`src/rtl/hazard_scoreboard_unit.sv`:
```
// hazard_scoreboard_unit
// Load-use / memory-latency hazard controller for the RV32I pipeline.
// Keeps an in-order scoreboard of destination registers of loads that are
// still waiting for their data-memory response. It raises an ID stall when
// an ID source depends on a pending load, an EX hold when the scoreboard is
// full, and a multi-cycle IF/ID flush after a taken branch.
// Optional feature macro: HAZARD_PERF_CNT_EN (stall/flush cycle counters).

module hazard_scoreboard_unit #(
  parameter int NB_OPERAND      = 5,
  parameter int MAX_OUTSTANDING = 4,
  parameter int FLUSH_CYCLES    = 1
) (
  input  logic                                   i_clock,
  input  logic                                   i_reset_n,
  input  logic [NB_OPERAND-1:0]                  i_id_rs1,
  input  logic [NB_OPERAND-1:0]                  i_id_rs2,
  input  logic                                   i_id_use_rs1,
  input  logic                                   i_id_use_rs2,
  input  logic                                   i_ex_valid,
  input  logic                                   i_ex_is_load,
  input  logic [NB_OPERAND-1:0]                  i_ex_rd,
  input  logic                                   i_mem_rsp_valid,
  input  logic                                   i_branch_taken,
  output logic                                   o_load_hazard,
  output logic                                   o_mem_stall,
  output logic                                   o_flush,
  output logic [$clog2(MAX_OUTSTANDING+1)-1:0]   o_outstanding,
  output logic                                   o_underflow,
  output logic [31:0]                            o_stall_cycles,
  output logic [31:0]                            o_flush_cycles
);

  localparam int CNT_W  = $clog2(MAX_OUTSTANDING + 1);
  localparam int PTR_W  = (MAX_OUTSTANDING > 1) ? $clog2(MAX_OUTSTANDING) : 1;
  localparam int FCNT_W = (FLUSH_CYCLES > 1) ? $clog2(FLUSH_CYCLES) : 1;
  localparam logic [PTR_W-1:0]  LAST_PTR   = PTR_W'(MAX_OUTSTANDING - 1);
  localparam logic [CNT_W-1:0]  FULL_CNT   = CNT_W'(MAX_OUTSTANDING);
  localparam logic [FCNT_W-1:0] FLUSH_LOAD = FCNT_W'(FLUSH_CYCLES - 1);

  // Pointers advance modulo the scoreboard depth, which need not be a power of two.
  function automatic logic [PTR_W-1:0] ptr_inc(input logic [PTR_W-1:0] p);
    return (p == LAST_PTR) ? '0 : p + 1'b1;
  endfunction

  logic [PTR_W-1:0]      rd_ptr_q, rd_ptr_d;
  logic [PTR_W-1:0]      wr_ptr_q, wr_ptr_d;
  logic [CNT_W-1:0]      count_q, count_d;
  logic [MAX_OUTSTANDING-1:0] ent_vld_q, ent_vld_d;
  logic [NB_OPERAND-1:0] ent_rd_q [MAX_OUTSTANDING];
  logic [NB_OPERAND-1:0] ent_rd_d [MAX_OUTSTANDING];
  logic [FCNT_W-1:0]     flush_cnt_q, flush_cnt_d;
  logic                  underflow_q, underflow_d;

  logic ex_load;
  logic full;
  logic push;
  logic pop;
  logic match_rs1;
  logic match_rs2;

  assign ex_load     = i_ex_valid & i_ex_is_load;
  assign full        = (count_q == FULL_CNT);
  assign pop         = i_mem_rsp_valid & (count_q != '0);
  // A pop in the same cycle frees the slot, so a full scoreboard only holds EX without a response.
  assign o_mem_stall = ex_load & full & ~pop;
  assign push        = ex_load & ~o_mem_stall;

  // Source-operand dependency check against the EX load and pending scoreboard entries.
  always_comb begin
    match_rs1 = 1'b0;
    match_rs2 = 1'b0;
    if (ex_load && (i_id_rs1 == i_ex_rd)) match_rs1 = 1'b1;
    if (ex_load && (i_id_rs2 == i_ex_rd)) match_rs2 = 1'b1;
    for (int i = 0; i < MAX_OUTSTANDING; i++) begin
      // The head entry being popped has its data forwarded from the response.
      if (ent_vld_q[i] && !(pop && (rd_ptr_q == PTR_W'(i)))) begin
        if (ent_rd_q[i] == i_id_rs1) match_rs1 = 1'b1;
        if (ent_rd_q[i] == i_id_rs2) match_rs2 = 1'b1;
      end
    end
    match_rs1 = match_rs1 & i_id_use_rs1 & (i_id_rs1 != '0);
    match_rs2 = match_rs2 & i_id_use_rs2 & (i_id_rs2 != '0);
  end

  assign o_flush       = i_branch_taken | (flush_cnt_q != '0);
  assign o_load_hazard = (match_rs1 | match_rs2) & ~o_flush;
  assign o_outstanding = count_q;
  assign o_underflow   = underflow_q;

  // Scoreboard FIFO next state: pop frees the head, push appends the EX load.
  always_comb begin
    rd_ptr_d  = rd_ptr_q;
    wr_ptr_d  = wr_ptr_q;
    count_d   = count_q;
    ent_vld_d = ent_vld_q;
    ent_rd_d  = ent_rd_q;
    if (pop) begin
      ent_vld_d[rd_ptr_q] = 1'b0;
      rd_ptr_d            = ptr_inc(rd_ptr_q);
    end
    if (push) begin
      ent_vld_d[wr_ptr_q] = 1'b1;
      ent_rd_d[wr_ptr_q]  = i_ex_rd;
      wr_ptr_d            = ptr_inc(wr_ptr_q);
    end
    if (push && !pop)      count_d = count_q + 1'b1;
    else if (pop && !push) count_d = count_q - 1'b1;
  end

  // Flush stretch counter and sticky underflow flag next state.
  always_comb begin
    flush_cnt_d = flush_cnt_q;
    if (i_branch_taken)           flush_cnt_d = FLUSH_LOAD;
    else if (flush_cnt_q != '0)   flush_cnt_d = flush_cnt_q - 1'b1;
    underflow_d = underflow_q | (i_mem_rsp_valid & (count_q == '0));
  end

  // Control state registers with synchronous active-low reset.
  always_ff @(posedge i_clock) begin
    if (!i_reset_n) begin
      rd_ptr_q    <= '0;
      wr_ptr_q    <= '0;
      count_q     <= '0;
      ent_vld_q   <= '0;
      flush_cnt_q <= '0;
      underflow_q <= 1'b0;
    end else begin
      rd_ptr_q    <= rd_ptr_d;
      wr_ptr_q    <= wr_ptr_d;
      count_q     <= count_d;
      ent_vld_q   <= ent_vld_d;
      flush_cnt_q <= flush_cnt_d;
      underflow_q <= underflow_d;
    end
  end

  // Entry register-address storage; qualified by the valid bits, so no reset.
  always_ff @(posedge i_clock) begin
    ent_rd_q <= ent_rd_d;
  end

`ifdef HAZARD_PERF_CNT_EN
  function automatic logic [31:0] sat_inc(input logic [31:0] v, input logic en);
    return (en && (v != 32'hFFFF_FFFF)) ? v + 32'd1 : v;
  endfunction

  logic [31:0] stall_cycles_q, stall_cycles_d;
  logic [31:0] flush_cycles_q, flush_cycles_d;

  // Saturating performance counters for stall and flush cycles.
  always_comb begin
    stall_cycles_d = sat_inc(stall_cycles_q, o_load_hazard | o_mem_stall);
    flush_cycles_d = sat_inc(flush_cycles_q, o_flush);
  end

  // Performance counter registers.
  always_ff @(posedge i_clock) begin
    if (!i_reset_n) begin
      stall_cycles_q <= '0;
      flush_cycles_q <= '0;
    end else begin
      stall_cycles_q <= stall_cycles_d;
      flush_cycles_q <= flush_cycles_d;
    end
  end

  assign o_stall_cycles = stall_cycles_q;
  assign o_flush_cycles = flush_cycles_q;
`else
  assign o_stall_cycles = '0;
  assign o_flush_cycles = '0;
`endif

endmodule

```
`config.mk`:
```
export PLATFORM = sky130hd
export DESIGN_NAME = hazard_scoreboard_unit
export DESIGN_NICKNAME = d
export VERILOG_FILES = /design/src/rtl/hazard_scoreboard_unit.sv
export SDC_FILE = /design/constraint.sdc
export NUM_CORES = 1
export LEC_CHECK = 0
export CAP_MARGIN = 20
export CORE_ASPECT_RATIO = 1.2
export CORE_MARGIN = 5
export CORE_UTILIZATION = 30
export DETAILED_ROUTE_END_ITERATION = 10
export HOLD_SLACK_MARGIN = 0.15
export PLACE_DENSITY_LB_ADDON = 0.25
export SYNTH_ARGS = -nofsm -noshare
export SYNTH_HDL_FRONTEND = slang
export SYNTH_SLANG_ARGS = --single-unit
```
`constraint.sdc`:
```
create_clock -name i_clock -period 2.5 [get_ports i_clock]
set_input_delay 0.375 -clock i_clock [delete_from_list [all_inputs] [get_ports i_clock]]
set_output_delay 0.375 -clock i_clock [all_outputs]
set_load 0.01 [all_outputs]
```
Word level (Yosys, flattened, before mapping)
Index checks and enable logic that the tools add are counted.
{"block": "word_totals", "regBits": 33, "latch_bits": 0, "mem_bits_rw": 0, "mem_bits_ro": 0, "input_bits": 23, "output_inout_bits": 71, "memories": 0}
{"block": "classes", "addsub": 5, "mul": 0, "div_mod_pow": 0, "order_cmp": 6, "n_eq_ne": 15, "shift": 0, "n_mux": 31, "bitwise_logic": 23, "n_reduce_logical": 28}
{"op": "== test 5 bit", "count": 10}
{"op": "bitwise mux 20 bit", "count": 1}
{"op": "two-way mux 1 bit", "count": 20}
{"op": "logical AND 1 bit", "count": 15}
{"op": "AND 1 bit", "count": 11}
{"op": "demux 5 bit (select 2 bit)", "count": 1}
{"op": "nonzero test 5 bit", "count": 2}
{"op": "two-way mux 4 bit", "count": 2}
{"op": "== test 2 bit (second input constant)", "count": 3}
{"op": "zero test 1 bit", "count": 6}
{"op": "less-than comparator 2 x 3 -> 1 bit (second input constant)", "count": 2}
{"op": "two-way mux 3 bit", "count": 2}
{"op": "two-way mux 5 bit", "count": 1}
{"op": "inverter 1 bit", "count": 5}
{"op": "adder 2 x 1 -> 2 bit (second input constant)", "count": 2}
{"op": "AND 4 bit", "count": 1}
{"op": "demux 1 bit (select 2 bit)", "count": 2}
{"op": ">= comparator 2 x 1 -> 1 bit (second input constant)", "count": 2}
{"op": "two-way mux 2 bit", "count": 2}
{"op": "inverter 4 bit", "count": 1}
{"op": "bitwise OR 4 bit", "count": 1}
{"op": "adder 3 x 1 -> 3 bit (second input constant)", "count": 1}
{"op": "== test 3 bit (second input constant)", "count": 1}
{"op": ">= comparator 3 bit (second input constant)", "count": 1}
{"op": "other kinds (11)", "count": 13}

Longest topological paths before layout
{"block": "depth", "word_depth": 16, "ltp_mapped": 9, "depth_no_buf": 9}

Worst setup path after synthesis
OpenSTA, ideal clock, no wires.
{"block": "synth_path", "path_type": "reg2reg", "start": "reg count_q[0] (netlist: o_outstanding[0])", "end": "reg count_q[2] (netlist: o_outstanding[2])", "t_arrival_ns": 2.247, "setup_slack_ns": 0.177, "stages_incl_launch_ff": 9, "n_path_buf": 0, "path_cell_list": "dfxtp_1 nor4_1 nor2_1 ha_1 inv_1 fa_1 xor2_1 or3_1 a21boi_0"}
{"block": "synth_via", "elab_chain_len": 9, "word_cells_on_any_way": 17, "classes_between": "2 x add/sub; 1 x eq/ne; 2 x mux; 6 x bitwise; 6 x reduce/logical"}
{"item": "from (decl)", "line": "48", "text": "logic [CNT_W-1:0] count_q, count_d;"}
{"item": "from (signal assigned)", "line": "131", "text": "count_q <= count_d;"}
{"item": "nonzero test 3 bit", "line": "64", "text": "assign pop = i_mem_rsp_valid & (count_q != '0);"}
{"item": "AND 1 bit", "line": "64"}
{"item": "inverter 1 bit", "line": "66", "text": "assign o_mem_stall = ex_load & full & ~pop;"}
{"item": "AND 1 bit (*)", "line": "66"}
{"item": "via o_mem_stall", "line": "26", "text": "output logic o_mem_stall,"}
{"item": "inverter 1 bit (*)", "line": "67", "text": "assign push = ex_load & ~o_mem_stall;"}
{"item": "AND 1 bit (*)", "line": "67"}
{"item": "via push", "line": "57", "text": "logic push;"}
{"item": "zero test 1 bit", "line": "108", "text": "else if (pop && !push) count_d = count_q - 1'b1;"}
{"item": "logical AND 1 bit", "line": "108"}
{"item": "nonzero test 2 bit (no line)"}
Mark *: on every way through the listed nets, which the timed path passes. The rest lies on a longest branch. The select of a mux whose other input is x is not followed.
A chain may end at the register's enable or synchronous reset.

Worst setup path after layout
{"block": "layout_path", "start": "reg rd_ptr_q[0]", "end": "out o_load_hazard"}
{"block": "layout_via", "elab_chain_len": 15, "word_cells_on_any_way": 36, "classes_between": "3 x eq/ne; 14 x mux; 6 x bitwise; 13 x reduce/logical"}
{"item": "from (decl)", "line": "46", "text": "logic [PTR_W-1:0] rd_ptr_q, rd_ptr_d;"}
{"item": "from (signal assigned)", "line": "129", "text": "rd_ptr_q <= rd_ptr_d;"}
{"item": "zero test 2 bit", "line": "77", "text": "if (ent_vld_q[i] && !(pop && (rd_ptr_q == PTR_W'(i)))) begin"}
{"item": "logical AND 1 bit", "line": "77"}
{"item": "zero test 1 bit", "line": "77"}
{"item": "logical AND 1 bit", "line": "77"}
{"item": "two-way mux 1 bit", "line": "77"}
{"item": "two-way mux 1 bit (on tied branches)", "line": "78, 79"}
{"item": "two-way mux 1 bit", "line": "77"}
{"item": "two-way mux 1 bit (on tied branches)", "line": "78, 79"}
{"item": "two-way mux 1 bit", "line": "77"}
{"item": "two-way mux 1 bit (on tied branches)", "line": "78, 79"}
{"item": "two-way mux 1 bit", "line": "77"}
{"item": "AND 1 bit (on tied branches) (2 in series)", "line": "82, 83"}
{"item": "bitwise OR 1 bit (*)", "line": "87", "text": "assign o_load_hazard = (match_rs1 | match_rs2) & ~o_flush;"}
{"item": "AND 1 bit (*)", "line": "87"}
{"item": "to (decl)", "line": "25", "text": "output logic o_load_hazard,"}
Mark *: on every way between the ends. The rest lies on a longest branch, timed or not.

==> results.yml <==
outcome:
  outcome: "finished, final reports clean"
placement:
  portBuffers: 29
  dpl.hpwl_mm: 4.49
  pre_cts_ws_ns: -0.495
  placed_area_mm2: 0.00278
  gp_congestion: 0.831
synthesis:
  syn_area_mm2: 0.00244
  netlist.area_leader.share_pct: 24.7
  synth_top_cells_by_area: "edfxtp_1 (25%), buf_4 (20%), dfxtp_1 (11%)"
  synth_area_leader_cell: "edfxtp_1"
  ys_ff_latch: 33
  synth_cells: 253
  ys_seq_area_share_pct: 35.3
  syn_area_per_cell_um2: 9.63
  yosysWarnings: 0
  yosysUniqueCellTypes: 31
route:
  drtAntennaViolNets: 0
  first_pass_iters: 2
  wire_per_inst_um: 13.1
  wl_mm: 5.39
  via_count: 1693
  post-route-drc-count: 0
  viasPerCell: 4.13
  drt-initial-drc-count: 20
setup_path:
  crit_required_ns: 2.12
  critPathBufInv: 2
  start_kind: "flop"
  path_cells: "inv_4 -> ha_4 -> nand2_2 -> o21ai_2 -> nor4_1 -> or4_1 -> a21oi_2 -> o22ai_1 -> buf_2"
  critPathSlowestCell: "or4_1"
  crit_type: "reg -> out"
  cpPeakStageDelay_ns: 0.54
  crit_fanout: 5
  crit_path_end_kind: "primary output"
  worstPathArrival_ns: 2.09
  cp_top_family: "simple AND/OR/NAND/NOR gates"
global_route:
  antenna_found_initial: 0
  first_global_vias: 1674
  grt.total_usage_pct: 10.8
  grt_pass1_wl_mm: 8.28
  gr-total-overflow: 0
  grt_max_degree: 13
timing:
  setup_ws_ns: 0.0342
  layout_min_cycle_time_ns: 2.47
  skew_ns: 0.00409
  maxSlewViolCount: 0
  period_share_pct: 98.6
  setup_violations: 0
  rsz0062_at_grt: "true"
  hold_ws_ns: 0.515
  clock.fmax_mhz: 406
  finalHoldViolations: 0
floorplan:
  rows: 36
  die-area_mm2: 0.0100
  io_pins: 94
  initial_utilization_pct: 30.4
  die_h_um: 109
  core-area_mm2: 0.00802
  die_width_um: 92.3
clock_network:
  htree_levels: 2
  ctsHoldBuffers: 0
  cts_tree: "done"
  ctsLongestPathBuffers: 2
  clk_latency_ns: 0.28
  clockRootBuffer: "clkbuf_8"
  numCtsBuffers: 5
  clkTransAtPathRegs_ns: 0.06
  cts_sinks: 33
pwr:
  peakVddDrop_v: 0.000505
  p_per_area_mw_per_mm2: 604
  leakagePower_nw: 1.27
run:
  drv_cap: 0
min_path:
  hp-class: "reg -> reg"
final_layout:
  fin_area_mm2: 0.00305
  nets: 347
  drive_above_1_share_pct: 21.0
  areaGrowthSynthToFinish_pct: 25.1
  antenna_cells: 0
## final timing paths
path	cells past startpoint	slack, ns	to	startpoint
setup / recovery	9	0.03	o_load_hazard	rd_ptr_q[0]
hold / removal	2	0.52	o_underflow	o_underflow
setup reg to reg	11	0.14	o_outstanding[2]	o_outstanding[2]
hold reg to reg	2	0.52	o_underflow	o_underflow
## state kept, by name, summed over array words and instances (netlist names)
signal / flops
ent_rd_q: 20
ent_vld_q: 4
flush_cnt_q: 1
o_outstanding: 3
o_underflow: 1
rd_ptr_q: 2
wr_ptr_q: 2
## worst min-delay path: stages, from the launching register on
cell	delay, ns
dfxtp_1	0.34
a21oi_1	0.05
nor2b_1	0.09
## cell families (layout without fill, tap and decap cells)
| kind of cell | count (synthesis) | count (layout) | synth area share [%] |
|---|---|---|---|
| other | 1 | 65 | 0.154 |
| buffers and inverters | 87 | 85 | 23.5 |
| AO/OA/AOI/OAI | 21 | 21 | 5.50 |
| multiplexers | 2 | 2 | 0.822 |
| adder cells (fa/ha/maj) | 10 | 10 | 5.44 |
| flip-flops | 33 | 33 | 35.3 |
| AND/OR/NAND/NOR | 49 | 49 | 11.2 |
| XOR/XNOR | 50 | 50 | 18.0 |
## routing by layer
| metal | wire length, um | global-route usage (%) | part of all wire [%] |
|---|---|---|---|
| met5 | 0 | 0 | 0 |
| met3 | 371 | 2.97 | 6.9 |
| met4 | 90 | 3.61 | 1.7 |
| met1 | 2040 | 11.5 | 38 |
| met2 | 2880 | 20.7 | 54 |
## layout make-up
type                       instances  area [um^2]
clock buffer                       6         72.6
clock inverter                     2         10.0
fill                             823         4970
inverter                          12         50.0
multi-input combinational        197         1360
sequential                        33          868
tap                               95          119
timing repair buffer              65          563
## through the flow
stage	util, %	setup TNS [ns]	std cells	total power, mW
final	38.0	0	410	1.84
after global placement	34.7	-0.887	396	1.33
after floorplan	-	0	317	1.11
after CTS	36.3	0	407	1.78
after global routing	38.0	-0.0950	410	1.98
after detailed placement	34.7	-0.881	396	1.33
## Yosys cell counts
master,count
nand2_1,10
o21ai_1,3
or3_1,2
nor4_1,10
nand3_1,8
nor3_4,1
a221oi_1,1
o211ai_1,2
a21boi_0,6
conb_1,1
or4_1,4
nand4_1,1
nor2b_1,5
a21oi_1,4
fa_1,1
nor2_1,5
o21ai_0,2
buf_4,64
mux2i_1,2
xor2_1,21
nand2b_1,2
o22ai_1,2
edfxtp_1,20
buf_2,5
clkbuf_1,6
ha_1,9
and2_1,1
inv_1,12
xnor2_1,29
o31ai_1,1
dfxtp_1,13
## layout by cell type (no fill, tap or decap), types with 2 or more instances in the layout
cell type and instances:
clkdlybuf4s50_1 19, inv_4 2, buf_6 3, nor4_2 2
nor2_1 5, nor4_1 7, a21oi_1 3, clkinv_2 2
o22ai_1 2, dlygate4sd2_1 7, dfxtp_4 2, edfxtp_1 20
mux2i_1 2, nor2b_1 5, buf_4 33, xor2_1 20
or4_1 3, xnor2_1 29, dlymetal6s2s_1 2, nand2_2 3
nand2_1 7, nand2b_1 2, ha_1 4, o211ai_1 2
inv_1 10, o21ai_2 2, clkbuf_8 5, or3_1 2
conb_1 65, ha_4 4, a21boi_0 6, nand3_1 8
dfxtp_1 11
## repair_timing
action                                  CTS  global route
hold endpoints to repair                  0             0
gates cloned                              0             0
setup buffers                             3             3
resized for setup                        19            29
endpoints found under the setup margin    2             1
pin swaps                                 2            11
## report_power, final
| group | switching [mW] | internal, mW | total [mW] | leakage [nW] |
|---|---|---|---|---|
| clock network | 0.194 | 0.193 | 0.386 | 0.0450 |
| logic | 0.355 | 0.403 | 0.758 | 0.937 |
| registers | 0.0623 | 0.634 | 0.697 | 0.290 |
| total | 0.611 | 1.23 | 1.84 | 1.27 |
Power figures use the tool's default switching activity.
